**src/rtl/pulse_period_monitor.sv**
```systemverilog
// rtl/pulse_period_monitor.sv - measures strobe period, locks on expected period, flags mismatch/timeout
module pulse_period_monitor #(
  parameter int CNT_W      = 16,
  parameter int LOCK_COUNT = 4,
  parameter int TIMEOUT    = 1000
) (
  input  logic             clk_in1,
  input  logic             rst_n,
  input  logic             pulse_in,
  input  logic             clear,
  input  logic [CNT_W-1:0] expected_period,
  output logic [CNT_W-1:0] period_out,
  output logic             period_valid,
  output logic             locked,
  output logic             err_mismatch,
  output logic             err_timeout,
  output logic [15:0]      pulse_count
);

  // match counter only needs to reach LOCK_COUNT; it is frozen while locked
  localparam int MW = $clog2(LOCK_COUNT + 1);
  localparam logic [CNT_W-1:0] TO_VAL   = CNT_W'(TIMEOUT);
  localparam logic [MW-1:0]    LOCK_VAL = MW'(LOCK_COUNT);

  typedef enum logic [1:0] {IDLE, MEASURE, LOCKED} state_t;

  state_t           state;
  logic             pulse_q;
  logic [CNT_W-1:0] cnt;
  logic [MW-1:0]    match_cnt;
  logic             evt;
  logic             hit;
  logic             expired;
  logic [MW-1:0]    match_nxt;

  // a held-high strobe counts once; the interval is compared against the target at each event
  assign evt       = pulse_in & ~pulse_q;
  assign hit       = (cnt == expected_period);
  assign expired   = (cnt == TO_VAL);
  assign match_nxt = match_cnt + MW'(1);

  // edge detector, interval counter, lock state machine and sticky status
  always_ff @(posedge clk_in1) begin
    if (!rst_n) begin
      state        <= IDLE;
      pulse_q      <= 1'b0;
      cnt          <= '0;
      match_cnt    <= '0;
      period_out   <= '0;
      period_valid <= 1'b0;
      locked       <= 1'b0;
      err_mismatch <= 1'b0;
      err_timeout  <= 1'b0;
      pulse_count  <= '0;
    end else begin
      // edge history keeps tracking through clear so a straddling pulse is not re-detected
      pulse_q      <= pulse_in;
      period_valid <= 1'b0;
      if (clear) begin
        state        <= IDLE;
        cnt          <= '0;
        match_cnt    <= '0;
        locked       <= 1'b0;
        err_mismatch <= 1'b0;
        err_timeout  <= 1'b0;
        pulse_count  <= '0;
      end else begin
        if (evt && pulse_count != 16'hFFFF) begin
          pulse_count <= pulse_count + 16'd1;
        end
        case (state)
          IDLE: begin
            if (evt) begin
              state <= MEASURE;
              cnt   <= CNT_W'(1);
            end
          end
          MEASURE: begin
            if (evt) begin
              cnt          <= CNT_W'(1);
              period_out   <= cnt;
              period_valid <= 1'b1;
              if (hit) begin
                match_cnt <= match_nxt;
                if (match_nxt == LOCK_VAL) begin
                  state  <= LOCKED;
                  locked <= 1'b1;
                end
              end else begin
                match_cnt <= '0;
              end
            end else if (expired) begin
              state       <= IDLE;
              cnt         <= '0;
              match_cnt   <= '0;
              err_timeout <= 1'b1;
            end else begin
              cnt <= cnt + CNT_W'(1);
            end
          end
          LOCKED: begin
            if (evt) begin
              cnt          <= CNT_W'(1);
              period_out   <= cnt;
              period_valid <= 1'b1;
              if (!hit) begin
                state        <= MEASURE;
                locked       <= 1'b0;
                match_cnt    <= '0;
                err_mismatch <= 1'b1;
              end
            end else if (expired) begin
              state       <= IDLE;
              locked      <= 1'b0;
              cnt         <= '0;
              match_cnt   <= '0;
              err_timeout <= 1'b1;
            end else begin
              cnt <= cnt + CNT_W'(1);
            end
          end
          default: begin
            state  <= IDLE;
            locked <= 1'b0;
          end
        endcase
      end
    end
  end

endmodule

```
**config.mk**
```make
export PLATFORM = sky130hd
export DESIGN_NAME = pulse_period_monitor
export DESIGN_NICKNAME = d
export VERILOG_FILES = /design/src/rtl/pulse_period_monitor.sv
export SDC_FILE = /design/constraint.sdc
export NUM_CORES = 1
export LEC_CHECK = 0
export ABC_AREA = 1
export BUFFER_PORTS_ARGS = -buffer_cell sky130_fd_sc_hd__buf_2
export CAP_MARGIN = 15
export CORE_MARGIN = 1
export CORE_UTILIZATION = 55
export DETAILED_ROUTE_END_ITERATION = 10
export GPL_ROUTABILITY_DRIVEN = 0
export GPL_TIMING_DRIVEN = 0
export MAX_ROUTING_LAYER = met4
export PLACE_DENSITY = 0.88
export SYNTH_ARGS = -nofsm -noshare
export SYNTH_HDL_FRONTEND = slang
export SYNTH_SLANG_ARGS = --single-unit
```
**constraint.sdc**
```tcl
create_clock -name clk_in1 -period 3.4 [get_ports clk_in1]
set_clock_uncertainty 0.2 [all_clocks]
set_input_delay 0.68 -clock clk_in1 [delete_from_list [all_inputs] [get_ports clk_in1]]
set_output_delay 0.68 -clock clk_in1 [all_outputs]
set_load 0.01 [all_outputs]
```
==> out/metrics.cfg <==
[route]
postRouteAntennaNets=0
via_per_inst=5.38
first_pass_iters=5
wl_um=7750
route.top_layer_used=met4
drc_errors=0
drt_iter0_drc=271
met2RoutedLength_um=3640
wl_met1_um=3410
num_vias=3353
wl_per_cell_um=12.4
wl_met3_um=547

[worst_setup_path]
worstSetupEndpointType=flop
r2r-end=period_out[10]
regToRegSetupSlack_ns=0.82
arrival_ns=2.65
reg2reg_depth=7
start_kind=flop
crit_type=reg2reg
r2r-start=state[1]
path_max_fanout=10
required_ns=3.47

[sta]
fin_crit_sh=0.759
rsz0062_at_grt=false
tns_ns=0
slew_viol_final=0
whs_ns=0.272
fin_crit_ns=2.58
slew_headroom=0.441
tightest_slew_ns=0.832
clock.fmax_ghz=0.387
setup_violations=0
finalHoldViolCount=0

[die]
die_h_um=77.4
io_pins=56
initial_utilization=0.568
die_x_um=77.4
fp-row-count=27
dieArea_um2=5990
core_area_um2=5510

[clock_network]
cts_tree=done
htree_levels=3
cts_buffer_depth=2
cts_sinks=58
cts_inserted_buffers=9
root_buffer=clkbuf_8
clk_pin_slew_worst_paths_ns=0.07
post_cts_buffers=0
clk_latency_ns=0.34
ctsResizeCount=0
ctsHoldBuffers=0

[synthesis]
synth_top_area_cell=dfxtp_1
synthCells=480
syn_nets=509
yosysTopAreaCellShare=0.371
ys_warn_count=0
synth.avg_cell_area_um2=6.52
synth.area.top_cells=dfxtp_1, nand2_1, inv_1
ys_seq_elements=58
ys_types=33
syn_area_um2=3130
ys_seq_area_frac=0.371

[global_route]
antenna_found_initial=0
grt_max_degree=11
grt_pass1_wl_um=13200
grt_pass1_vias=3052
overflow=0
grt_usage=0.284

[place]
port_buffers=55
dp_hpwl_um=5760

[job]
max_cap_violations=0

[pwr]
cellPowerDensity_nw_per_um2=402
leakage_uw=0.00171
switchingPower_uw=374
switching_share=0.252
irDropWorstVdd_uv=346
seqPwrFrac=0.470
power_frac_comb=0.093
internal_power_uw=1110
power.share.clock=0.437

[min_path]
whs_path_depth=1
hold_end=err_timeout
hold_path.startpoint=err_timeout
hp-class=reg2reg

[layout]
drive_gt1_frac=0.162
ff_latch_area_um2=1160
multi_input_area_um2=1650
nets=575
final_common_cell=nand2_1
fill_cells=469
antennaDiodeCount=0
syn2layout_area_growth_pct=18.2
layout_common_cells=nand2_1, inv_1, dfxtp_1

[run_status]
status=complete, no violations

## critical path: stages, from the launching register on
cell and delay, ns:
dfxtp_1 0.42, inv_1 0.09, ha_1 0.28, inv_1 0.08, nor3_1 0.70, clkbuf_1 0.45
o21ai_0 0.14, a21oi_1 0.15
## sequential cells by signal, summed over array words and instances (netlist names)
name / count
pulse_count: 16
period_out: 16
period_valid: 1
locked: 1
state: 2
cnt: 16
pulse_q: 1
match_cnt: 3
err_mismatch: 1
err_timeout: 1
## through the flow
stage	cells	area (um^2)	setup slack [ns]	utilization	total power [uW]
2_1_floorplan	480	3130	1.42	-	804
3_3_place_gp	607	3490	0.874	0.634	846
3_5_place_dp	607	3490	0.853	0.634	851
4_1_cts	623	3700	0.838	0.671	1490
5_1_grt	623	3700	0.697	0.671	1550
6_report	623	3700	0.818	0.671	1490
## how the worst max path moves through the flow
stage              from             end  slack, ns  cells past startpoint
3_3_place_gp   pulse_in  period_out[12]       0.87                      6
3_5_place_dp   pulse_in  period_out[10]       0.85                      6
5_1_grt        state[1]  period_out[12]       0.70                      7
4_1_cts        state[1]  period_out[10]       0.84                      7
2_1_floorplan  pulse_in         cnt[13]       1.42                      9
6_report       state[1]  period_out[10]       0.82                      7
## power groups by stage
stage	logic (uW)	registers, uW	clock network, uW
after floorplan	86.3	718	0
after global placement	133	714	0
after detailed placement	137	715	0
after CTS	138	699	654
after global routing	157	700	695
final	139	700	650
## cell type report
cell class / instances / share of cell area
Inverter: 76 / 0.0772
Tap cell: 72 / 0.0244
Clock inverter: 5 / 0.0142
Multi-Input combinational cell: 338 / 0.446
Sequential cell: 58 / 0.314
Buffer: 8 / 0.00914
Timing Repair Buffer: 55 / 0.0745
Clock buffer: 11 / 0.0409
## synthesized netlist by cell type
cell type and count:
nand3_1 26, nor2_2 4, nor3_2 1, xor2_1 3
o31ai_1 2, nor2_4 1, a211oi_1 1, ha_1 9
nor3_4 1, buf_1 1, buf_4 1, o21ai_0 30
nor3_1 17, nand4_1 7, dfxtp_1 58, o21a_1 1
nand2_2 6, o21ai_1 2, and3_1 1, nand3b_1 1
inv_1 72, o21bai_1 1, a31oi_1 6, xnor2_1 2
o211a_1 1, clkbuf_1 6, nor3b_1 2, nor2_1 48
a21oi_1 40, nand2_1 123, nor4b_1 1, inv_2 4
a22oi_1 1
## routing by layer
layer	global-route usage	vias up
met4	0.123	0
met2	0.451	153
met3	0.0788	17
li1	-	1671
met1	0.337	1512
met5	-	-
## cell families (layout without fill, tap and decap cells)
kind of cell | Yosys count | after routing | share of synthesized area
AND/OR/NAND/NOR | 239 | 239 | 0.332
AO/OA/AOI/OAI | 85 | 85 | 0.145
buffers and inverters | 84 | 155 | 0.102
flip-flops | 58 | 58 | 0.371
adder cells (fa/ha/maj) | 9 | 9 | 0.0360
XOR/XNOR | 5 | 5 | 0.0140
Power figures use the tool's default switching activity.
